<file path="src/rtl/ram_dp_sync_be.sv">
// Synchronous true dual-port RAM with per-byte write enables.
// Two read/write ports share one clock. Reads take 1 or 2 cycles and
// come with a valid strobe. Cross-port read-during-write is selectable.
// Same-address dual writes resolve per lane with port 0 winning, and a
// collision pulse is raised when the two ports' byte enables overlap.
module ram_dp_sync_be #(
    parameter int DATA_WIDTH   = 8,
    parameter int BYTE_WIDTH   = 8,
    parameter int NUM_BYTES    = DATA_WIDTH / BYTE_WIDTH,
    parameter int ADDR_WIDTH   = 8,
    parameter int RAM_DEPTH    = 1 << ADDR_WIDTH,
    parameter int READ_LATENCY = 1,
    parameter int WRITE_MODE   = 0
) (
    input  logic                  clk,
    input  logic                  rst,
    input  logic                  en_0,
    input  logic                  we_0,
    input  logic [NUM_BYTES-1:0]  be_0,
    input  logic [ADDR_WIDTH-1:0] addr_0,
    input  logic [DATA_WIDTH-1:0] wdata_0,
    output logic [DATA_WIDTH-1:0] rdata_0,
    output logic                  rvalid_0,
    input  logic                  en_1,
    input  logic                  we_1,
    input  logic [NUM_BYTES-1:0]  be_1,
    input  logic [ADDR_WIDTH-1:0] addr_1,
    input  logic [DATA_WIDTH-1:0] wdata_1,
    output logic [DATA_WIDTH-1:0] rdata_1,
    output logic                  rvalid_1,
    output logic                  coll
);

    // Depth as an address-wide-plus-one value so a full 2^ADDR_WIDTH depth still compares correctly.
    localparam logic [ADDR_WIDTH:0] DEPTH_L = RAM_DEPTH[ADDR_WIDTH:0];

    // Replace the lanes of old_word selected by be with the matching lanes of new_word.
    function automatic logic [DATA_WIDTH-1:0] lane_merge(
        input logic [DATA_WIDTH-1:0] old_word,
        input logic [DATA_WIDTH-1:0] new_word,
        input logic [NUM_BYTES-1:0]  be
    );
        logic [DATA_WIDTH-1:0] res;
        res = old_word;
        for (int i = 0; i < NUM_BYTES; i++) begin
            if (be[i]) begin
                res[i*BYTE_WIDTH +: BYTE_WIDTH] = new_word[i*BYTE_WIDTH +: BYTE_WIDTH];
            end
        end
        return res;
    endfunction

    logic [DATA_WIDTH-1:0] mem [RAM_DEPTH];

    logic                  in_range_0_s, in_range_1_s;
    logic                  wr_0_s, wr_1_s, rd_0_s, rd_1_s;
    logic                  same_addr_s;
    logic [DATA_WIDTH-1:0] rd_word_0_s, rd_word_1_s;

    logic [DATA_WIDTH-1:0] s1_data_0_r, s1_data_1_r;
    logic                  s1_valid_0_r, s1_valid_1_r;
    logic                  coll_r;

    assign in_range_0_s = ({1'b0, addr_0} < DEPTH_L);
    assign in_range_1_s = ({1'b0, addr_1} < DEPTH_L);
    assign wr_0_s       = en_0 & we_0 & in_range_0_s;
    assign wr_1_s       = en_1 & we_1 & in_range_1_s;
    assign rd_0_s       = en_0 & ~we_0;
    assign rd_1_s       = en_1 & ~we_1;
    assign same_addr_s  = (addr_0 == addr_1);

    // Lane writes; port 0 is applied last so it wins any lane both ports enable.
    always_ff @(posedge clk) begin
        for (int i = 0; i < NUM_BYTES; i++) begin
            if (wr_1_s && be_1[i]) begin
                mem[addr_1][i*BYTE_WIDTH +: BYTE_WIDTH] <= wdata_1[i*BYTE_WIDTH +: BYTE_WIDTH];
            end
            if (wr_0_s && be_0[i]) begin
                mem[addr_0][i*BYTE_WIDTH +: BYTE_WIDTH] <= wdata_0[i*BYTE_WIDTH +: BYTE_WIDTH];
            end
        end
    end

    // Port 0 read word: zero out of range, optionally forwarding port 1's concurrent write.
    always_comb begin
        rd_word_0_s = '0;
        if (in_range_0_s) begin
            if ((WRITE_MODE == 1) && wr_1_s && same_addr_s) begin
                rd_word_0_s = lane_merge(mem[addr_0], wdata_1, be_1);
            end else begin
                rd_word_0_s = mem[addr_0];
            end
        end else begin
            rd_word_0_s = '0;
        end
    end

    // Port 1 read word: zero out of range, optionally forwarding port 0's concurrent write.
    always_comb begin
        rd_word_1_s = '0;
        if (in_range_1_s) begin
            if ((WRITE_MODE == 1) && wr_0_s && same_addr_s) begin
                rd_word_1_s = lane_merge(mem[addr_1], wdata_0, be_0);
            end else begin
                rd_word_1_s = mem[addr_1];
            end
        end else begin
            rd_word_1_s = '0;
        end
    end

    // First read stage: captures the word on a read and holds it otherwise.
    always_ff @(posedge clk or posedge rst) begin
        if (rst) begin
            s1_data_0_r  <= '0;
            s1_data_1_r  <= '0;
            s1_valid_0_r <= 1'b0;
            s1_valid_1_r <= 1'b0;
        end else begin
            s1_valid_0_r <= rd_0_s;
            s1_valid_1_r <= rd_1_s;
            if (rd_0_s) begin
                s1_data_0_r <= rd_word_0_s;
            end
            if (rd_1_s) begin
                s1_data_1_r <= rd_word_1_s;
            end
        end
    end

    // Collision pulse: both ports write the same in-range word with overlapping lanes.
    always_ff @(posedge clk or posedge rst) begin
        if (rst) begin
            coll_r <= 1'b0;
        end else begin
            coll_r <= wr_0_s & wr_1_s & same_addr_s & (|(be_0 & be_1));
        end
    end

    assign coll = coll_r;

    generate
        if (READ_LATENCY == 2) begin : g_lat2
            logic [DATA_WIDTH-1:0] s2_data_0_r, s2_data_1_r;
            logic                  s2_valid_0_r, s2_valid_1_r;

            // Second read stage: forwards only valid data so rdata holds between reads.
            always_ff @(posedge clk or posedge rst) begin
                if (rst) begin
                    s2_data_0_r  <= '0;
                    s2_data_1_r  <= '0;
                    s2_valid_0_r <= 1'b0;
                    s2_valid_1_r <= 1'b0;
                end else begin
                    s2_valid_0_r <= s1_valid_0_r;
                    s2_valid_1_r <= s1_valid_1_r;
                    if (s1_valid_0_r) begin
                        s2_data_0_r <= s1_data_0_r;
                    end
                    if (s1_valid_1_r) begin
                        s2_data_1_r <= s1_data_1_r;
                    end
                end
            end

            assign rdata_0  = s2_data_0_r;
            assign rdata_1  = s2_data_1_r;
            assign rvalid_0 = s2_valid_0_r;
            assign rvalid_1 = s2_valid_1_r;
        end else begin : g_lat1
            assign rdata_0  = s1_data_0_r;
            assign rdata_1  = s1_data_1_r;
            assign rvalid_0 = s1_valid_0_r;
            assign rvalid_1 = s1_valid_1_r;
        end
    endgenerate

endmodule

</file>
<file path="config.mk">
export PLATFORM = sky130hd
export DESIGN_NAME = ram_dp_sync_be
export DESIGN_NICKNAME = d
export VERILOG_FILES = /design/src/rtl/ram_dp_sync_be.sv
export SDC_FILE = /design/constraint.sdc
export NUM_CORES = 2
export LEC_CHECK = 0
export CORE_MARGIN = 3
export CORE_UTILIZATION = 44
export CTS_CLUSTER_DIAMETER = 200
export DETAILED_ROUTE_END_ITERATION = 16
export PLACE_DENSITY_LB_ADDON = 0.12
export SYNTH_ARGS = -nofsm -noshare
export SYNTH_HDL_FRONTEND = slang
export SYNTH_SLANG_ARGS = --single-unit
</file>
<file path="constraint.sdc">
create_clock -name clk -period 5.2 [get_ports clk]
set_input_delay 1.3 -clock clk [delete_from_list [all_inputs] [get_ports clk]]
set_output_delay 1.3 -clock clk [all_outputs]
set_load 0.01 [all_outputs]
</file>
# == Word-level counts from Yosys, hierarchy flattened ==
# Memory sizes are Yosys's and may differ from the RTL's. A register that Yosys moved wholly into a read port is not among the register bits.
# Index checks and enable logic that the tools add are counted.
# totals
register_bits,3
mem_bits_rw,2048
inputBits,40
out_inout_bits,19
wordCells,21
n_memories,1
# mem_list
memory,depth,width,read_ports,rd_ports_with_merged_regs,write_ports,line,rtl
mem,256,8,2,2,2,53,logic [DATA_WIDTH-1:0] mem [RAM_DEPTH];
# classes
eq_ne,1
n_mux,4
bitwise,10
n_reduce_logical,2
# ops
operator,count
$and 1x1->1,8
$eq 8x8->1,1
$mux 1,4
$logic_and 1x1->1,2
$not 1->1,2

# == Longest topological paths before layout ==
# logic_depth
depth_word,4
depth_mapped,13
mapped_depth_nobuf,7

# == Least setup slack after synthesis ==
# No wires, ideal clock.
# synth_path
path_type,in2reg
start,in addr_1[0]
end,mem mem[33][0] (enable)
setup_ns,0.384
arrival_ns,3.883
required_time_ns,4.816
slack_ns,0.933
cell_stages,11
n_path_buf,8
cell_sequence,buf_6 buf_6 buf_4 buf_2 buf_4 buf_2 buf_4 nor2b_1 nand2_1 clkbuf_1 o21ai_0
# synth_lines
item,line,rtl
from (decl),27,"input logic [ADDR_WIDTH-1:0] addr_1,"
to (decl),53,

==> results.md <==
- The TritonCTS buffer count is 239.
- The number of nets in the synthesized netlist is 8078.
- Summing every instance area after synthesis gives 123000 µm².
- The number of primary I/O pins is 59.
- Summed over all cells, the static leakage comes to 46.5 nW.
- Relative to the synthesized area, the layout overhead comes to 14.7%.
- For this design the total switching power over the nets is 10.6 mW.
- Headroom to the max-slew limit came out at 0.0740.
- The detailed-router iteration count before antenna repair is 6.
- The proportion of synthesized flip-flops having asynchronous set or reset is 0.00919.
- The switching share of power is 0.255.
- For this run the aggregate overflow at the end of global routing stands at 0.
- In this run the power density over the cells is 294 nW/µm².
- The average vias per placed instance is 7.15.
- The initial DRC count is 13.5k.
- Once detail routing completed, the nets flagged for antenna violations numbered 0.
- The overall die area is 287000 µm².
- The final RePlAce weighted congestion is 1.04.
- The total of flip-flops plus latches after synthesis is 2067.
- In this run the deepest clock path goes through 4 buffers.
- STA classifies the critical path endpoint as a register.
- The post-cts sizing count is 0.
- The starting density of the core is 0.444.
- The count of flip-flops with a built-in enable after synthesis is 2048.
- The final-report setup violation count is 0.
- The minimum period implied by the final worst setup slack is 4.74 ns.
- The clock network fraction of total power is 0.438.
- The post-layout worst setup margin is 0.461 ns.
- The area inside the core boundary is 278000 µm².
- Timing analysis after detailed placement gives a worst setup slack of -0.0263 ns.
- The sum of net half-perimeters after detailed placement is 366 mm.
- The routed design uses 237 mm of met2 wire.
- The all-layer global routing usage is 0.370.
- The flip-flop cell with the highest count after synthesis is sky130_fd_sc_hd__edfxtp_1.
- The critical setup path kind is input port to register.
- The share of total power dissipated in sequential elements is 0.444.
- Setup repair after global routing left no endpoint under its margin.
- The worst setup path is launched from an input port.
- The total count of hold-check failures in the final report is 0.
- The highest metal layer carrying signal wires in the routed design is met5.
- In the routed design, unresolved DRC markers number 0.
- The first-pass GRT wire length is 736 mm.
- Entering global routing, the biggest net connects 134 pins.
- Dividing the synthesized area by the synthesized cell count gives 15.3 µm².
- IR analysis of the VDD net gives a maximum drop of 335 µV.
- In the finished design, the share of the clock period the worst path needs comes to 0.911.
- The run finished with clean final reports.
- The clock transition at the registers of the reported paths is 0.06 ns.
- STA puts the critical path data arrival time at 5.54 ns.
- Across the run, the number of max-cap violations was 0.
- The maximum frequency from static timing analysis is 0.211 GHz.
- Of the cells placed in the final design, the portion with a size suffix greater than 1 is 0.521.
- The cell row count is 193.
- After routing the design area is 141000 µm².
- In this run, post-CTS hold repair placed 0 buffers.
- After clock tree synthesis, the setup repair step added 0 buffers.
- The clock arrives with 0.0559 ns of skew.
- The initial antenna violation count is 56.
- The synthesized netlist contains 72 unique library cells.
- The data required time at the worst endpoint is 6.00 ns.
- The routed design has 540 mm of wire.
- Measured along the y axis, the die boundary spans 535 µm.
- Clock tree synthesis found a total of 2067 sinks.
- Total power for the finished layout comes to 41.6 mW.
- Of all nets on the critical path, the largest fanout is 42.
- The share of total power dissipated in combinational logic is 0.118.
- The Yosys step of the flow raised 0 warnings.
- The library cells used most frequently in the layout, excluding fill and tap cells, are 2078 x sky130_fd_sc_hd__mux2_2, 2048 x sky130_fd_sc_hd__edfxtp_1, 945 x sky130_fd_sc_hd__mux4_2.
- The TritonCTS clock tree is done.
- CTS placed an instance of sky130_fd_sc_hd__clkbuf_16 at the clock tree root.
- In this run the horizontal extent of the chip is 535 µm.
- The number of slew-limit violations in the final report is 0.
- The number of global-route vias before repair came to 85.6k.
- For this run, the register share of the synthesized area comes to 0.503.
- Leaving out fill and tap cells, the most frequent cell in the layout is sky130_fd_sc_hd__mux2_2.
- The net count of the finished layout is 8361.
- In the synthesized netlist, the number of instances is 8038.
- The total number of vias is 87.8k.
- At the pin with the least slew margin, the transition time is 1.38 ns.
- The wire length on met1 is 203 mm.
- The cell internal power dissipation is 31.0 mW.
- The min-delay analysis places its worst path in the category register to register.
- The insertion delay of the later-clocked pin in the worst-skew pair is 0.95 ns.
- The deepest level of the CTS H-tree is 4.
- The area after detailed placement is 133000 µm².
- The amount of wire on met3 after detailed routing is 63.3 mm.
- The mean routed wirelength per cell is 43.9 µm.
- In this run the tool buffered the top-level ports with 58 buffer cells.
[registers in the layout (all words and copies together), names as in the netlist]
| register | count |
|---|---|
| mem | 2048 |
| rdata_0 | 8 |
| rdata_1 | 8 |
| coll | 1 |
| rvalid_0 | 1 |
| rvalid_1 | 1 |
[synth_stat cells (18+ instances only)]
| master | instances | area [µm²] |
|---|---|---|
| sky130_fd_sc_hd__clkbuf_1 | 660 | 2480 |
| sky130_fd_sc_hd__nor2_1 | 174 | 653 |
| sky130_fd_sc_hd__o22ai_1 | 271 | 1700 |
| sky130_fd_sc_hd__a211oi_1 | 25 | 188 |
| sky130_fd_sc_hd__o221ai_1 | 20 | 175 |
| sky130_fd_sc_hd__buf_4 | 30 | 225 |
| sky130_fd_sc_hd__nor2b_1 | 32 | 200 |
| sky130_fd_sc_hd__o21ai_0 | 176 | 881 |
| sky130_fd_sc_hd__a22oi_1 | 84 | 631 |
| sky130_fd_sc_hd__buf_1 | 55 | 206 |
| sky130_fd_sc_hd__nand3_1 | 88 | 440 |
| sky130_fd_sc_hd__nor4_1 | 22 | 138 |
| sky130_fd_sc_hd__and3_1 | 18 | 113 |
| sky130_fd_sc_hd__a21oi_1 | 67 | 335 |
| sky130_fd_sc_hd__nor2_2 | 48 | 300 |
| sky130_fd_sc_hd__nor3_1 | 28 | 140 |
| sky130_fd_sc_hd__buf_2 | 185 | 926 |
| sky130_fd_sc_hd__a32oi_1 | 23 | 201 |
| sky130_fd_sc_hd__nand4_1 | 26 | 163 |
| sky130_fd_sc_hd__mux4_2 | 945 | 21300 |
| sky130_fd_sc_hd__mux2_2 | 2078 | 23400 |
| sky130_fd_sc_hd__edfxtp_1 | 2048 | 61500 |
| sky130_fd_sc_hd__mux2i_1 | 342 | 3420 |
| sky130_fd_sc_hd__dfrtp_1 | 19 | 475 |
| sky130_fd_sc_hd__a221oi_1 | 18 | 158 |
| sky130_fd_sc_hd__nand2_1 | 345 | 1290 |
[worst max-delay path: stages]
cell,delay [ns]
sky130_fd_sc_hd__buf_8,0.55
sky130_fd_sc_hd__buf_4,0.37
sky130_fd_sc_hd__buf_12,0.29
sky130_fd_sc_hd__mux4_2,0.60
sky130_fd_sc_hd__o221ai_1,0.18
sky130_fd_sc_hd__o21ai_0,0.25
sky130_fd_sc_hd__and3_1,0.30
sky130_fd_sc_hd__o32ai_1,1.11
sky130_fd_sc_hd__buf_4,0.26
sky130_fd_sc_hd__a31oi_1,0.08
[kinds of logic (layout without fill, tap and decap cells)]
| kind of cell | Yosys count | in the layout | synth area share |
|---|---|---|---|
| flops | 2067 | 2067 | 0.503 |
| compound gates | 793 | 793 | 0.0421 |
| mux | 3365 | 3365 | 0.390 |
| xor+xnor | 8 | 8 | 0.000568 |
| buf+inv | 944 | 1431 | 0.0317 |
| other cells | 0 | 54 | 0 |
| simple gates | 861 | 861 | 0.0329 |
[final cells by class]
| cell class | instances | area, µm² |
|---|---|---|
| Multi-Input combinational cell | 5027 | 57700 |
| Sequential cell | 2067 | 62000 |
| Fill cell | 23300 | 136000 |
| Tap cell | 3705 | 4640 |
| Clock buffer | 282 | 6180 |
| Antenna cell | 54 | 135 |
| Clock inverter | 163 | 2020 |
| Timing Repair Buffer | 975 | 8760 |
| Inverter | 11 | 51.3 |
[worst paths after layout]
check	startpoint	end	slack, ns	depth (start not counted)
min in group asynchronous	rst	rvalid_0	0.76	3
hold reg to reg	rdata_0[4]	rdata_0[4]	0.68	1
setup reg to reg	mem[159][2]	rdata_0[2]	1.49	8
setup / recovery	addr_1[1]	rdata_1[4]	0.46	10
max in group asynchronous	rst	rdata_1[1]	4.06	3
hold / removal	rdata_0[4]	rdata_0[4]	0.68	1
[power groups by stage]
stage / clock network, mW / registers, mW / logic [mW]
floorplan: 0 / 18.7 / 2.73
global placement: 0 / 18.8 / 4.69
detailed placement: 0 / 18.8 / 4.74
CTS: 18.3 / 18.4 / 4.75
global route: 18.9 / 18.4 / 4.98
finish: 18.2 / 18.4 / 4.90
[per-layer routing]
layer	global-route usage	vias up
met3	0.102	1393
met5	0	-
met2	0.546	6575
met1	0.491	46300
met4	0.212	24
li1	-	33500
[through the flow]
stage | utilization | hold WS, ns | TNS [ns] | instances
detailed placement | 0.479 | 0.684 | -0.0263 | 11800
floorplan | - | 0.540 | 0 | 8038
global route | 0.509 | 0.697 | 0 | 12200
global placement | 0.479 | 0.702 | 0 | 11800
CTS | 0.509 | 0.698 | 0 | 12200
finish | 0.509 | 0.683 | 0 | 12300
No activity file was read; power rests on OpenSTA's default activity.
